`src/rtl/uart_tx_frame.sv`:
```
// UART frame serialiser: start bit, DATA_BITS data bits LSB first, optional parity, STOP_BITS stop bits.
// One bit per rising edge of tx_clk (a data input sampled on clk); parity feature enabled by `UART_TX_PARITY_EN.
module uart_tx_frame #(
  parameter int DATA_BITS = 8,
  parameter int STOP_BITS = 1
) (
  input  logic                 clk,
  input  logic                 rst,
  input  logic                 tx_clk,
  input  logic                 tx_valid,
  input  logic [DATA_BITS-1:0] tx_data,
`ifdef UART_TX_PARITY_EN
  input  logic                 parity_odd,
`endif
  output logic                 tx_ready,
  output logic                 tx,
  output logic                 tx_busy,
  output logic                 tx_done
);

  localparam int CW = $clog2(DATA_BITS + 1);
  localparam logic [CW-1:0] LAST_CNT = CW'(DATA_BITS);
  localparam logic STOP_LAST = 1'(STOP_BITS - 1);

  typedef enum logic [2:0] {IDLE, WAIT, START, DATA, PARITY, STOP} state_t;

  state_t               state, state_d;
  logic                 tx_clk_q;
  logic                 tick;
  logic                 accept;
  logic [DATA_BITS-1:0] shift, shift_d;
  logic [CW-1:0]        count, count_d;
  logic                 stop_cnt, stop_cnt_d;
  logic                 tx_d;
  logic                 done_d;
`ifdef UART_TX_PARITY_EN
  logic                 par_q, par_d;
`endif

  // Handshake: a byte is taken in any clk cycle where tx_valid and tx_ready are both high;
  // tx_ready is high only in IDLE, and tx_valid in any other cycle is ignored (nothing is queued).
  assign tick     = tx_clk & ~tx_clk_q;
  assign tx_ready = (state == IDLE);
  assign tx_busy  = (state != IDLE);
  assign accept   = tx_valid & tx_ready;

  always_ff @(posedge clk) begin
    if (rst) begin
      state    <= IDLE;
      tx_clk_q <= 1'b0;
      tx       <= 1'b1;
      tx_done  <= 1'b0;
      shift    <= '0;
      count    <= '0;
      stop_cnt <= 1'b0;
`ifdef UART_TX_PARITY_EN
      par_q    <= 1'b0;
`endif
    end else begin
      state    <= state_d;
      tx_clk_q <= tx_clk;
      tx       <= tx_d;
      tx_done  <= done_d;
      shift    <= shift_d;
      count    <= count_d;
      stop_cnt <= stop_cnt_d;
`ifdef UART_TX_PARITY_EN
      par_q    <= par_d;
`endif
    end
  end

  always_comb begin
    state_d    = state;
    tx_d       = tx;
    shift_d    = shift;
    count_d    = count;
    stop_cnt_d = stop_cnt;
    done_d     = 1'b0;
`ifdef UART_TX_PARITY_EN
    par_d      = par_q;
`endif
    case (state)
      IDLE: begin
        // A tick coinciding with the accept is deliberately not acted on here.
        if (accept) begin
          shift_d    = tx_data;
          count_d    = '0;
          stop_cnt_d = 1'b0;
          state_d    = WAIT;
`ifdef UART_TX_PARITY_EN
          par_d      = (^tx_data) ^ parity_odd;
`endif
        end
      end
      WAIT: begin
        if (tick) begin
          tx_d    = 1'b0;
          state_d = START;
        end
      end
      START: begin
        if (tick) begin
          tx_d    = shift[0];
          shift_d = shift >> 1;
          count_d = CW'(1);
          state_d = DATA;
        end
      end
      DATA: begin
        if (tick) begin
          if (count < LAST_CNT) begin
            tx_d    = shift[0];
            shift_d = shift >> 1;
            count_d = count + CW'(1);
          end else begin
`ifdef UART_TX_PARITY_EN
            tx_d    = par_q;
            state_d = PARITY;
`else
            tx_d    = 1'b1;
            state_d = STOP;
`endif
          end
        end
      end
      PARITY: begin
        if (tick) begin
          tx_d    = 1'b1;
          state_d = STOP;
        end
      end
      STOP: begin
        // The stop bit is already on the line; each tick here ends one stop period.
        if (tick) begin
          if (stop_cnt == STOP_LAST) begin
            state_d    = IDLE;
            done_d     = 1'b1;
            count_d    = '0;
            stop_cnt_d = 1'b0;
          end else begin
            stop_cnt_d = 1'b1;
          end
        end
      end
      default: state_d = IDLE;
    endcase
  end

endmodule
```
`config.mk`:
```
export PLATFORM = sky130hd
export DESIGN_NAME = uart_tx_frame
export DESIGN_NICKNAME = d
export VERILOG_FILES = /design/src/rtl/uart_tx_frame.sv
export SDC_FILE = /design/constraint.sdc
export NUM_CORES = 1
export LEC_CHECK = 0
export BUFFER_PORTS_ARGS = -buffer_cell sky130_fd_sc_hd__clkbuf_2
export CORE_UTILIZATION = 45
export DETAILED_ROUTE_END_ITERATION = 10
export PLACE_DENSITY = 0.66
export SYNTH_ARGS = -nofsm -noshare
export SYNTH_HDL_FRONTEND = slang
export SYNTH_SLANG_ARGS = --single-unit
```
`constraint.sdc`:
```
create_clock -name clk -period 3.7 [get_ports clk]
set_clock_uncertainty 0.05 [all_clocks]
set_input_delay 0 -clock clk [delete_from_list [all_inputs] [get_ports clk]]
set_output_delay 0 -clock clk [all_outputs]
set_load 0.03 [all_outputs]
```
### Word-level counts from Yosys, hierarchy flattened

Index checks and enable logic that the tools add are counted.

| word-level totals | value |
|---|---|
| register bits | 19 |
| input bits | 12 |
| output and inout bits | 4 |
| logic and storage cells | 72 |

| operators by class | value |
|---|---|
| $add $sub $neg | 1 |
| $lt $le $gt $ge | 1 |
| equal/unequal tests | 14 |
| muxes and demuxes | 32 |
| bitwise gates (word level) | 5 |
| reduce and logical (&&, ||, !) cells | 12 |

Operators by type and width:

| cell | number |
|---|---|
| $mux W8 | 4 |
| $mux W3 | 8 |
| $mux W4 | 6 |
| $pmux W8 S3 | 1 |
| $pmux W3 S6 | 1 |
| $ne A2 B2 Y1 const B | 8 |
| $pmux W4 S4 | 1 |
| $reduce_and A5 Y1 | 2 |
| $mux W1 | 9 |
| $reduce_and A8 Y1 | 1 |
| $reduce_bool A4 Y1 | 2 |
| $reduce_and A7 Y1 | 1 |
| $eq A3 B2 Y1 const B | 2 |
| $eq A3 B3 Y1 const B | 2 |
| $reduce_bool A3 Y1 | 2 |
| $add A4 B1 Y4 const B | 1 |
| $lt A4 B4 Y1 const B | 1 |
| $pmux W1 S4 | 1 |
| $eq A3 B1 Y1 const B | 1 |
| $logic_not A3 Y1 | 1 |
| $not A1 Y1 | 3 |
| $reduce_and A3 Y1 | 1 |
| $reduce_or A3 Y1 | 1 |
| $and A1 B1 Y1 | 2 |
| other kinds (3) | 3 |

### Depth between registers and ports, before layout

| logic depth | value |
|---|---|
| word-level depth | 4 |
| mapped depth | 7 |
| mapped depth without buffers | 5 |

### Worst setup path before layout

No wires, ideal clock.

| timing path | value |
|---|---|
| path type | reg-to-reg |
| from | register state[2] |
| to | register shift[0] |
| library setup time | 0.079 ns |
| data arrival time | 1.539 ns |
| data required time | 3.571 ns |
| setup slack | 2.031 ns |
| cell stages (with the launch flop) | 8 |
| buffers on the path | 2 |
| clock period less this slack | 1.669 ns |
| path through | dfxtp_1 buf_6 or3_4 clkinv_2 o2bb2ai_4 buf_8 nor2_2 a211oi_2 |

| on the way | value |
|---|---|
| longest elaborated chain between the ends | 4 |
| elaborated cells between the ends (all ways) | 11 |
| classes of those cells | eq/ne: 6; mux: 1; bitwise: 1; reduce/logical: 3 |

RTL lines:

| element | RTL line | text |
|---|---|---|
| start, declared | 27 | `state_t state, state_d;` |
| start signal, assigned | 60 | `state <= state_d;` |
| $logic_not A3 Y1 (*) | 43 | `assign tx_ready = (state == IDLE);` |
| net tx_ready | 15 | `output logic tx_ready,` |
| $and A1 B1 Y1 | 45 | `assign accept = tx_valid & tx_ready;` |
| $ne A2 B1 Y1 (no source line) | - |  |
| $reduce_and A5 Y1 (no source line) | - |  |
| end signal, assigned | 64 | `shift <= shift_d;` |
| end, declared | 31 | `logic [DATA_BITS-1:0] shift, shift_d;` |

The timed path passes the listed nets; every way through them passes the cells marked *.
A chain may end at the register's enable or synchronous reset.

### Final worst setup path

| timing path | value |
|---|---|
| from | register state[1] |
| to | register shift[7] |

| on the way | value |
|---|---|
| longest elaborated chain between the ends | 4 |
| elaborated cells between the ends (all ways) | 11 |
| classes of those cells | eq/ne: 6; mux: 1; bitwise: 1; reduce/logical: 3 |

RTL lines:

| element | RTL line |
|---|---|
| $logic_not A3 Y1 | 43, 83 |
| $and A1 B1 Y1 | 45 |
| $ne A2 B1 Y1 (no source line) | - |
| $reduce_and A5 Y1 (no source line) | - |

Parallel ways exist; a longest one is shown, timed or not.

==> results.py <==
metrics = {
    "die": {
        "row_count": 16,
        "die_area_sq_um": 2246,
        "core-area_sq_um": 1942,
        "start_util_pct": 47.74,
        "ios": 16,
        "die_height_microns": 47.39,
        "die_w_microns": 47.39,
    },
    "placed_design": {
        "dpl.hpwl_mm": 1.180,
        "port_buffers": 15,
        "dp_cells": 133,
        "routabilityCongestion": 0.8137,
    },
    "grt": {
        "grt_pass1_wl_mm": 2.539,
        "grt_usage_pct": 15.74,
        "antenna_found_initial": 0,
        "grt_pass1_vias": 585,
        "grt_max_degree": 17,
        "gr-total-overflow": 0,
    },
    "sta": {
        "setup_violations": 0,
        "fmax_ghz": 0.5821,
        "hold_violations": 0,
        "slew_violations": 0,
        "tns_ns": 0,
        "slew_headroom_pct": 61.39,
        "period_needed_ns": 1.718,
        "min_period_over_period_pct": 46.43,
        "worstMarginPinSlew_ns": 0.5791,
        "rsz0062_at_grt": "false",
    },
    "critical_path": {
        "cp-start-kind": "flop",
        "critPathRequiredTime_ns": 3.83,
        "path_max_fanout": 16,
        "cp.arrival_ns": 1.84,
        "end_kind": "flop",
        "ff2ff_path_depth": 4,
        "critPathKind": "reg -> reg",
    },
    "final_layout": {
        "diodes": 0,
        "stdcell_count": 141,
        "area_growth_pct": 14.98,
        "fin_util_pct": 54.90,
        "drive_gt1_share_pct": 24.56,
        "layout_common_cells": "18 x dfxtp_1, 15 x clkbuf_2, 10 x nor2_1, 7 x mux2i_1",
        "fillers": 190,
        "multi_input_area_sq_um": 508.0,
        "seq_area_sq_um": 360.3,
        "final_common_cell": "dfxtp_1",
        "layout.nets": 129,
    },
    "clocking": {
        "clkLatencyLatePin_ns": 0.28,
        "clk_pin_slew_ns": 0.10,
        "tritoncts": "done",
        "cts_sinks": 18,
        "max-clock-path-buffers": 2,
        "postCtsSetupBuffers": 0,
        "root_buffer": "clkbuf_4",
        "htreeDepth": 1,
        "cts_buffers": 3,
    },
    "outcome": {
        "status": "complete, no violations",
    },
    "synthesis": {
        "yosys_most_used_dff": "dfxtp_1",
        "synth_edf_count": 0,
        "ys_seq_elements": 18,
        "syn_area_per_cell_sq_um": 9.558,
        "yosysSeqAreaShare_pct": 38.87,
        "async_reset_ff_share_pct": 0,
        "syn_area_sq_um": 927.1,
        "ys_warn_count": 0,
        "yosysTopAreaCell": "dfxtp_1",
        "postSynthCellCount": 97,
        "syn_nets": 110,
        "yosysUniqueCellTypes": 37,
        "synth_area_leaders": "dfxtp_1 39%, mux2i_1 7.6%, a211oi_2 4.0%",
        "synth_top_area_share_pct": 38.87,
    },
    "power_and_ir_drop": {
        "leakage_nw": 0.4824,
        "power.density_nw_per_um2": 375.1,
        "peakVddDrop_mv": 0.2283,
    },
    "routing": {
        "drt_iter0_markers": 14,
        "post-route-drc-count": 0,
        "drt-total-wl_mm": 1.652,
        "vias_per_cell": 5.390,
        "vias": 760,
        "routedWlPerCell_microns": 11.72,
        "postRouteAntennaNets": 0,
        "firstDrtPassIters": 4,
    },
    "run": {
        "drv_cap": 0,
    },
    "min_path": {
        "whs_path_depth": 3,
        "hp-class": "in -> reg",
    },
}
==> repair_timing <==
item	in CTS	in global routing
resized for setup	0	0
hold buffers	5	0
hold endpoints to repair	5	0
==> area by class of cell <==
cell class / count / share of cell area, %
clock buffer: 3 / 2.113
inverter: 4 / 1.526
multi-input combinational: 69 / 47.65
sequential: 18 / 33.80
tap: 27 / 3.169
timing repair buffer: 20 / 11.74
==> critical path: stages, from the launching register on <==
cell	delay, ns
dfxtp_1	0.52
nand4bb_1	0.28
o2bb2ai_4	0.45
nor3b_1	0.10
a41o_1	0.21
==> layer usage <==
metal / up-vias / wire length, microns / GRT usage (%)
li1: 393 / - / -
met1: 344 / 840 / 23.67
met2: 21 / 717 / 22.74
met3: 2 / 87 / 2.308
met4: 0 / 7 / 5.143
met5: - / 0 / 0
==> per-stage QoR <==
stage	power, mW	cell area (sq um)	setup WS [ns]	hold slack [ns]
5_1_grt	0.4252	1066	1.804	0.01346
3_5_place_dp	0.3097	993.5	2.018	0.2150
2_1_floorplan	0.2924	927.1	2.031	0.07818
3_3_place_gp	0.3078	993.5	2.082	0.2060
4_1_cts	0.4052	1066	1.971	0.008137
6_report	0.3999	1066	1.982	0.008980
==> sequential cells by signal, summed over array words and instances, names as in the netlist <==
signal / cells
shift: 8
state: 3
tx_done: 1
count: 4
tx: 1
tx_clk_q: 1
==> Yosys cell counts (all sizes together) (2+ instances only) <==
library cell and count:
a211oi 7, a21o 2, a21oi 4, a32o 2
and2 2, buf 3, clkbuf 3, dfxtp 18
inv 3, mux2i 7, nand2b 3, nor2 13
nor2b 3, nor3 5, o21ai 4
==> worst paths after layout <==
path,to,slack [ns],start
worst max-delay path,shift[7],1.98,state[1]
worst min-delay path,shift[5],0.009,tx_data[5]
worst max register to register,shift[7],1.98,state[1]
worst min register to register,shift[4],0.45,shift[4]
==> power breakdown <==
group	total, mW	internal (mW)	switching [mW]
clock	0.0908	0.0376	0.0532
sequential	0.221	0.208	0.0127
combinational	0.0885	0.0390	0.0495
total	0.400	0.284	0.115
==> kinds of logic (layout without fill, tap and decap cells) <==
logic type,Yosys count,count (layout),share of synthesized area [%]
muxes,7,7,7.558
AOI/OAI and AO/OA,25,25,23.08
DFF,18,18,38.87
buffers and inverters,10,27,6.341
and+or+nand+nor,36,36,22.81
adders and majority gates,1,1,1.349
Power figures use the tool's default switching activity.
